## src/rtl/ultrasound_echo_tof.sv

```systemverilog
// Ultrasonic echo time-of-flight: blanks transducer ringing after launch, then
// reports the cycle count of the first filtered echo, or a timeout.
module ultrasound_echo_tof #(
    parameter int unsigned BLANK_CYC   = 2500,
    parameter int unsigned TIMEOUT_CYC = 1_500_000,
    parameter int unsigned FILT_LEN    = 4
) (
    input  logic        clk_50M,
    input  logic        rst_n,
    input  logic        launch_start,
    input  logic        echo_in,
    output logic        busy,
    output logic [20:0] tof_value,
    output logic        tof_timeout,
    output logic        tof_valid
);

    localparam int CW = 21;
    localparam logic [CW-1:0] BLANK_END   = CW'(BLANK_CYC);
    localparam logic [CW-1:0] TIMEOUT_END = CW'(TIMEOUT_CYC);
    localparam logic [3:0]    RUN_LAST    = 4'(FILT_LEN - 1);

    typedef enum logic [1:0] {
        S_IDLE,
        S_BLANK,
        S_LISTEN,
        S_DONE
    } state_e;

    state_e          state_q, state_d;
    logic            echo_meta_q, echo_s_q;
    logic [CW-1:0]   cnt_q, cnt_d, cnt_inc;
    logic [3:0]      run_q, run_d;
    logic            armed_q, armed_d;
    logic [CW-1:0]   cand_q, cand_d;
    logic [CW-1:0]   tof_value_q, tof_value_d;
    logic            tof_timeout_q, tof_timeout_d;
    logic            qualify;

    assign cnt_inc = cnt_q + 1'b1;

    // NOTE: every register, including the synchronizer pair, takes the async
    // reset; sequential state uses only non-blocking assignments.
    always_ff @(posedge clk_50M or negedge rst_n) begin
        if (!rst_n) begin
            state_q       <= S_IDLE;
            echo_meta_q   <= 1'b0;
            echo_s_q      <= 1'b0;
            cnt_q         <= '0;
            run_q         <= '0;
            armed_q       <= 1'b0;
            cand_q        <= '0;
            tof_value_q   <= '0;
            tof_timeout_q <= 1'b0;
        end else begin
            state_q       <= state_d;
            echo_meta_q   <= echo_in;
            echo_s_q      <= echo_meta_q;
            cnt_q         <= cnt_d;
            run_q         <= run_d;
            armed_q       <= armed_d;
            cand_q        <= cand_d;
            tof_value_q   <= tof_value_d;
            tof_timeout_q <= tof_timeout_d;
        end
    end

    // NOTE: every next-state signal is defaulted first so no path infers a latch.
    always_comb begin
        state_d       = state_q;
        cnt_d         = cnt_q;
        run_d         = run_q;
        armed_d       = armed_q;
        cand_d        = cand_q;
        tof_value_d   = tof_value_q;
        tof_timeout_d = tof_timeout_q;
        qualify       = 1'b0;

        if (launch_start) begin
            state_d = S_BLANK;
            cnt_d   = '0;
            run_d   = '0;
            armed_d = 1'b0;
        end else begin
            unique case (state_q)
                S_IDLE: ;
                S_BLANK: begin
                    cnt_d = cnt_inc;
                    if (cnt_inc == BLANK_END) state_d = S_LISTEN;
                end
                S_LISTEN: begin
                    cnt_d = cnt_inc;
                    if (!echo_s_q) begin
                        // A low sample arms detection and rejects any partial run.
                        armed_d = 1'b1;
                        run_d   = '0;
                        cand_d  = '0;
                    end else if (armed_q) begin
                        if (run_q == '0) cand_d = cnt_q;
                        if (run_q != RUN_LAST + 1'b1) run_d = run_q + 1'b1;
                        qualify = (run_q == RUN_LAST);
                    end
                    if (qualify) begin
                        tof_value_d   = cand_d;
                        tof_timeout_d = 1'b0;
                        state_d       = S_DONE;
                    end else if (cnt_inc == TIMEOUT_END) begin
                        tof_value_d   = TIMEOUT_END;
                        tof_timeout_d = 1'b1;
                        state_d       = S_DONE;
                    end
                end
                S_DONE:  state_d = S_IDLE;
                default: state_d = S_IDLE;
            endcase
        end
    end

    assign busy        = (state_q == S_BLANK) || (state_q == S_LISTEN);
    assign tof_valid   = (state_q == S_DONE);
    assign tof_value   = tof_value_q;
    assign tof_timeout = tof_timeout_q;

endmodule

```

## config.mk

```make
export PLATFORM = sky130hd
export DESIGN_NAME = ultrasound_echo_tof
export DESIGN_NICKNAME = d
export VERILOG_FILES = /design/src/rtl/ultrasound_echo_tof.sv
export SDC_FILE = /design/constraint.sdc
export NUM_CORES = 1
export LEC_CHECK = 0
export ABC_AREA = 1
export CAP_MARGIN = 20
export CORE_ASPECT_RATIO = 0.75
export CORE_MARGIN = 10
export CORE_UTILIZATION = 45
export CTS_CLUSTER_SIZE = 8
export DETAILED_ROUTE_END_ITERATION = 8
export SETUP_SLACK_MARGIN = 0.05
export SLEW_MARGIN = 20
export SYNTH_ARGS = -nofsm -noshare
export SYNTH_HDL_FRONTEND = slang
export SYNTH_SLANG_ARGS = --single-unit
```

## constraint.sdc

```tcl
create_clock -name clk_50M -period 4.5 [get_ports clk_50M]
set_clock_uncertainty 0.1 [all_clocks]
set_input_delay 0.9 -clock clk_50M [delete_from_list [all_inputs] [get_ports clk_50M]]
set_output_delay 0.9 -clock clk_50M [all_outputs]
set_load 0.005 [all_outputs]
```

==> results.cfg <==
[placed_design]
place.gp.congestion = 0.9000
portBuffers = 27
dp.final_hpwl_um = 7256

[die]
io_pins = 28
die-height_um = 101.9
initial_core_util = 0.4675
x_dimension_of_the_die_um = 129.1
row_count = 29
die_area_mm2 = 0.01315
core-area_mm2 = 0.008600

[clock_tree]
cts_tree = built
insertion_delay_ns = 0.34
clkTransAtPathRegs_ns = 0.06
cts_made_buffers = 9
cts_hold_repair.buffers = 0
post-cts-setup-buffers = 0
cts_root_buf = sky130_fd_sc_hd__clkbuf_16
post_cts_resize_count = 0
max-clock-path-buffers = 2
tritoncts_num_sinks = 73
clock_tree.htree_level_count = 3

[layout]
final-seq-area_mm2 = 0.001827
share_of_layout_cells_above_drive_strength_1 = 0.09962
num-nets-final = 538
n_antenna_cell = 0
fillers = 825
area.growth.synth_to_final_pct = 15.84
multiInputGateArea_mm2 = 0.001856
finish.utilization = 0.5415

[hold_path]
whs_path_depth = 0
hold_path_startpoint = echo_meta_q
min-delay-path-class = flip-flop to flip-flop
end_point_of_the_worst_hold_path = echo_s_q

[synth]
netlist_top_cells_area = sky130_fd_sc_hd__dfrtp_1 45%, sky130_fd_sc_hd__nand2_1 14%, sky130_fd_sc_hd__inv_1 6.0%, sky130_fd_sc_hd__o21ai_0 4.7%, sky130_fd_sc_hd__nand3_1 4.1%
synth.top_cells.by_count = 146 x sky130_fd_sc_hd__nand2_1, 73 x sky130_fd_sc_hd__dfrtp_1, 64 x sky130_fd_sc_hd__inv_1
post_synth.cell_area_avg_um2 = 7.976
synth-edff-count = 0
postSynthNetCount = 515
synthMostInstantiatedCell = sky130_fd_sc_hd__nand2_1
ys_dominant_reg_cell = sky130_fd_sc_hd__dfrtp_1
synth_top_cell_by_area = sky130_fd_sc_hd__dfrtp_1
yosysUniqueCellTypes = 32
synth.ff_latch_count = 73
netlist_area_mm2 = 0.004020
yosys_warnings = 0
async_reset_ff_frac = 1.000
yosysSeqAreaShare = 0.4544
netlist_instances = 504
yosysTopAreaCellShare = 0.4544

[critical_path]
worstSetupPathType = flip-flop to flip-flop
cpMostUsedCell = sky130_fd_sc_hd__nand2_1
largest_fanout_of_any_net_on_the_critical_path = 22
critical_path.cell_chain = nand2_1 > nor2_2 > nand3_2 > nand2_1 > nand2_1 > inv_1 > nand2_1 > nor2_1 > nand2_1 > nor2_1 > nand2_1 > nand2_1 > nand2_2 > nand2_1 > o21ai_1
slowest_stage = sky130_fd_sc_hd__nor2_2
worst_path_required_time_ns = 4.60
rr_worst_depth = 15
critPathLaunchType = flip-flop
reg2reg_from = cnt_q[2]
regToRegSetupSlack_ns = 1.53
critPathCaptureType = flip-flop
crit-reg2reg-capture = tof_value[0]
critical-path-max-stage-delay_ns = 0.53
worst-endpoint-arrival_ns = 3.07

[detailed_routing]
via_count = 3459
routedWlPerCell_um = 16.68
ant_nets = 0
drt_pass1_iterations = 5
post-route-drc-count = 0
avgViaCountPerCell = 5.405
drtIter0Drc = 327
detail_route.wirelength_um = 10680

[power]
cell_internal_pwr_mw = 1.383
part_of_the_total_power_dissipated_in_the_clock_network = 0.358
switchingPower_mw = 0.6899
share_comb_of_total_power = 0.237
leakage_nw = 2.158
vdd_ir_drop_max_v = 0.0002716
power_switching_share = 0.3328
share_seq_of_total_power = 0.405
power.density_mw_per_mm2 = 445.2

[sta]
max_freq_mhz = 336.5
slew-limit-headroom = 0.3576
share_of_the_clock_period_used_by_the_worst_path_after_layout = 0.6603
min_period_ns = 2.971
report.final.hold_viol_count = 0
fin_tns_setup_ns = 0
setup-violations-final = 0
report.final.slew_viol_count = 0
tightest_slew_ns = 0.9635
rsz0062_at_grt = no

[global_route]
pin_count_of_the_biggest_net_entering_global_routing = 74
grtUsageTotal = 0.1688
first_pass_grt_wire_length_um = 17440
grt_pass1_vias = 3253
antenna_found_initial = 0
overflow_left_after_global_routing = 0

[run]
maximum_capacitance_violations = 0

[status]
status = completed
## cell type report
class                      instances  share of cell area
clock inverter                     6             0.01424
multi-input combinational        348              0.3984
inverter                          65             0.05239
clock buffer                      10             0.05132
sequential                        73              0.3923
tap                              108             0.02902
timing repair buffer              30             0.06233
## worst max path at each step
stage	startpoint	end
after floorplan	launch_start	tof_value[13]
after global placement	launch_start	tof_value[12]
after detailed placement	launch_start	tof_value[8]
after CTS	cnt_q[2]	tof_value[12]
after global routing	cnt_q[2]	tof_value[16]
final	cnt_q[2]	tof_value[0]
## power groups by stage
stage | sequential [mW] | clock [mW] | combinational, mW
floorplan | 0.831 | 0 | 0.335
global route | 0.854 | 0.781 | 0.558
global placement | 0.847 | 0 | 0.482
finish | 0.841 | 0.741 | 0.491
detailed placement | 0.850 | 0 | 0.488
CTS | 0.840 | 0.755 | 0.493
## registers in the layout (all words and copies together), names as in the netlist
| register | cells |
|---|---|
| armed_q | 1 |
| cand_q | 21 |
| cnt_q | 21 |
| echo_meta_q | 1 |
| echo_s_q | 1 |
| run_q | 4 |
| state_q | 2 |
| tof_timeout | 1 |
| tof_value | 21 |
## cell usage in the layout (no fill, tap or decap), drive strengths merged, types with 2 or more instances in the layout
cell type / Yosys / routed
o21ai: 48 / 48
clkinv: 0 / 4
a22oi: 10 / 10
ha: 7 / 7
o22ai: 11 / 11
nand3: 35 / 35
a21oi: 4 / 4
clkdlybuf4s50: 0 / 26
nor3: 2 / 2
nor2: 43 / 43
nand4: 8 / 8
clkbuf: 14 / 10
dfrtp: 73 / 73
inv: 65 / 66
buf: 4 / 4
nand2: 152 / 152
xor2: 3 / 3
o211ai: 22 / 22
## critical path, delay by kind of cell, from the launching register on
family	cells	cell delay, ns
AOI/OAI and AO/OA	1	0.08
DFF	1	0.52
buffers and inverters	1	0.06
and+or+nand+nor	13	2.05
## per-layer routing
metal	routed length (um)	part of all wire	up-vias	track usage
met2	4508	0.42	94	0.2394
met3	635	0.059	8	0.04863
met4	90	0.0084	0	0.04185
met5	0	0	-	0
li1	-	-	1691	-
met1	5441	0.51	1666	0.2455
## logic make-up (layout without fill, tap and decap cells)
logic type,Yosys count,count (layout),share of synthesized area
AOI/OAI and AO/OA,96,96,0.1587
xor gates and xnor gates,4,4,0.01058
adders and majority gates,7,7,0.02179
buffers and inverters,83,111,0.08403
DFF,73,73,0.4544
and+or+nand+nor,241,241,0.2705
## stage by stage
stage / cells / area [um^2] / worst slack (ns) / hold slack [ns] / total power, mW
after detailed placement: 624 / 4352 / 1.315 / 0.2371 / 1.338
after global placement: 624 / 4352 / 1.388 / 0.2334 / 1.330
after global routing: 640 / 4657 / 1.213 / 0.2796 / 2.194
after CTS: 640 / 4657 / 1.554 / 0.2518 / 2.088
after floorplan: 504 / 4020 / 2.254 / 0.2312 / 1.167
final: 640 / 4657 / 1.529 / 0.2503 / 2.073
Note: power is estimated with default switching activity, not from simulation.
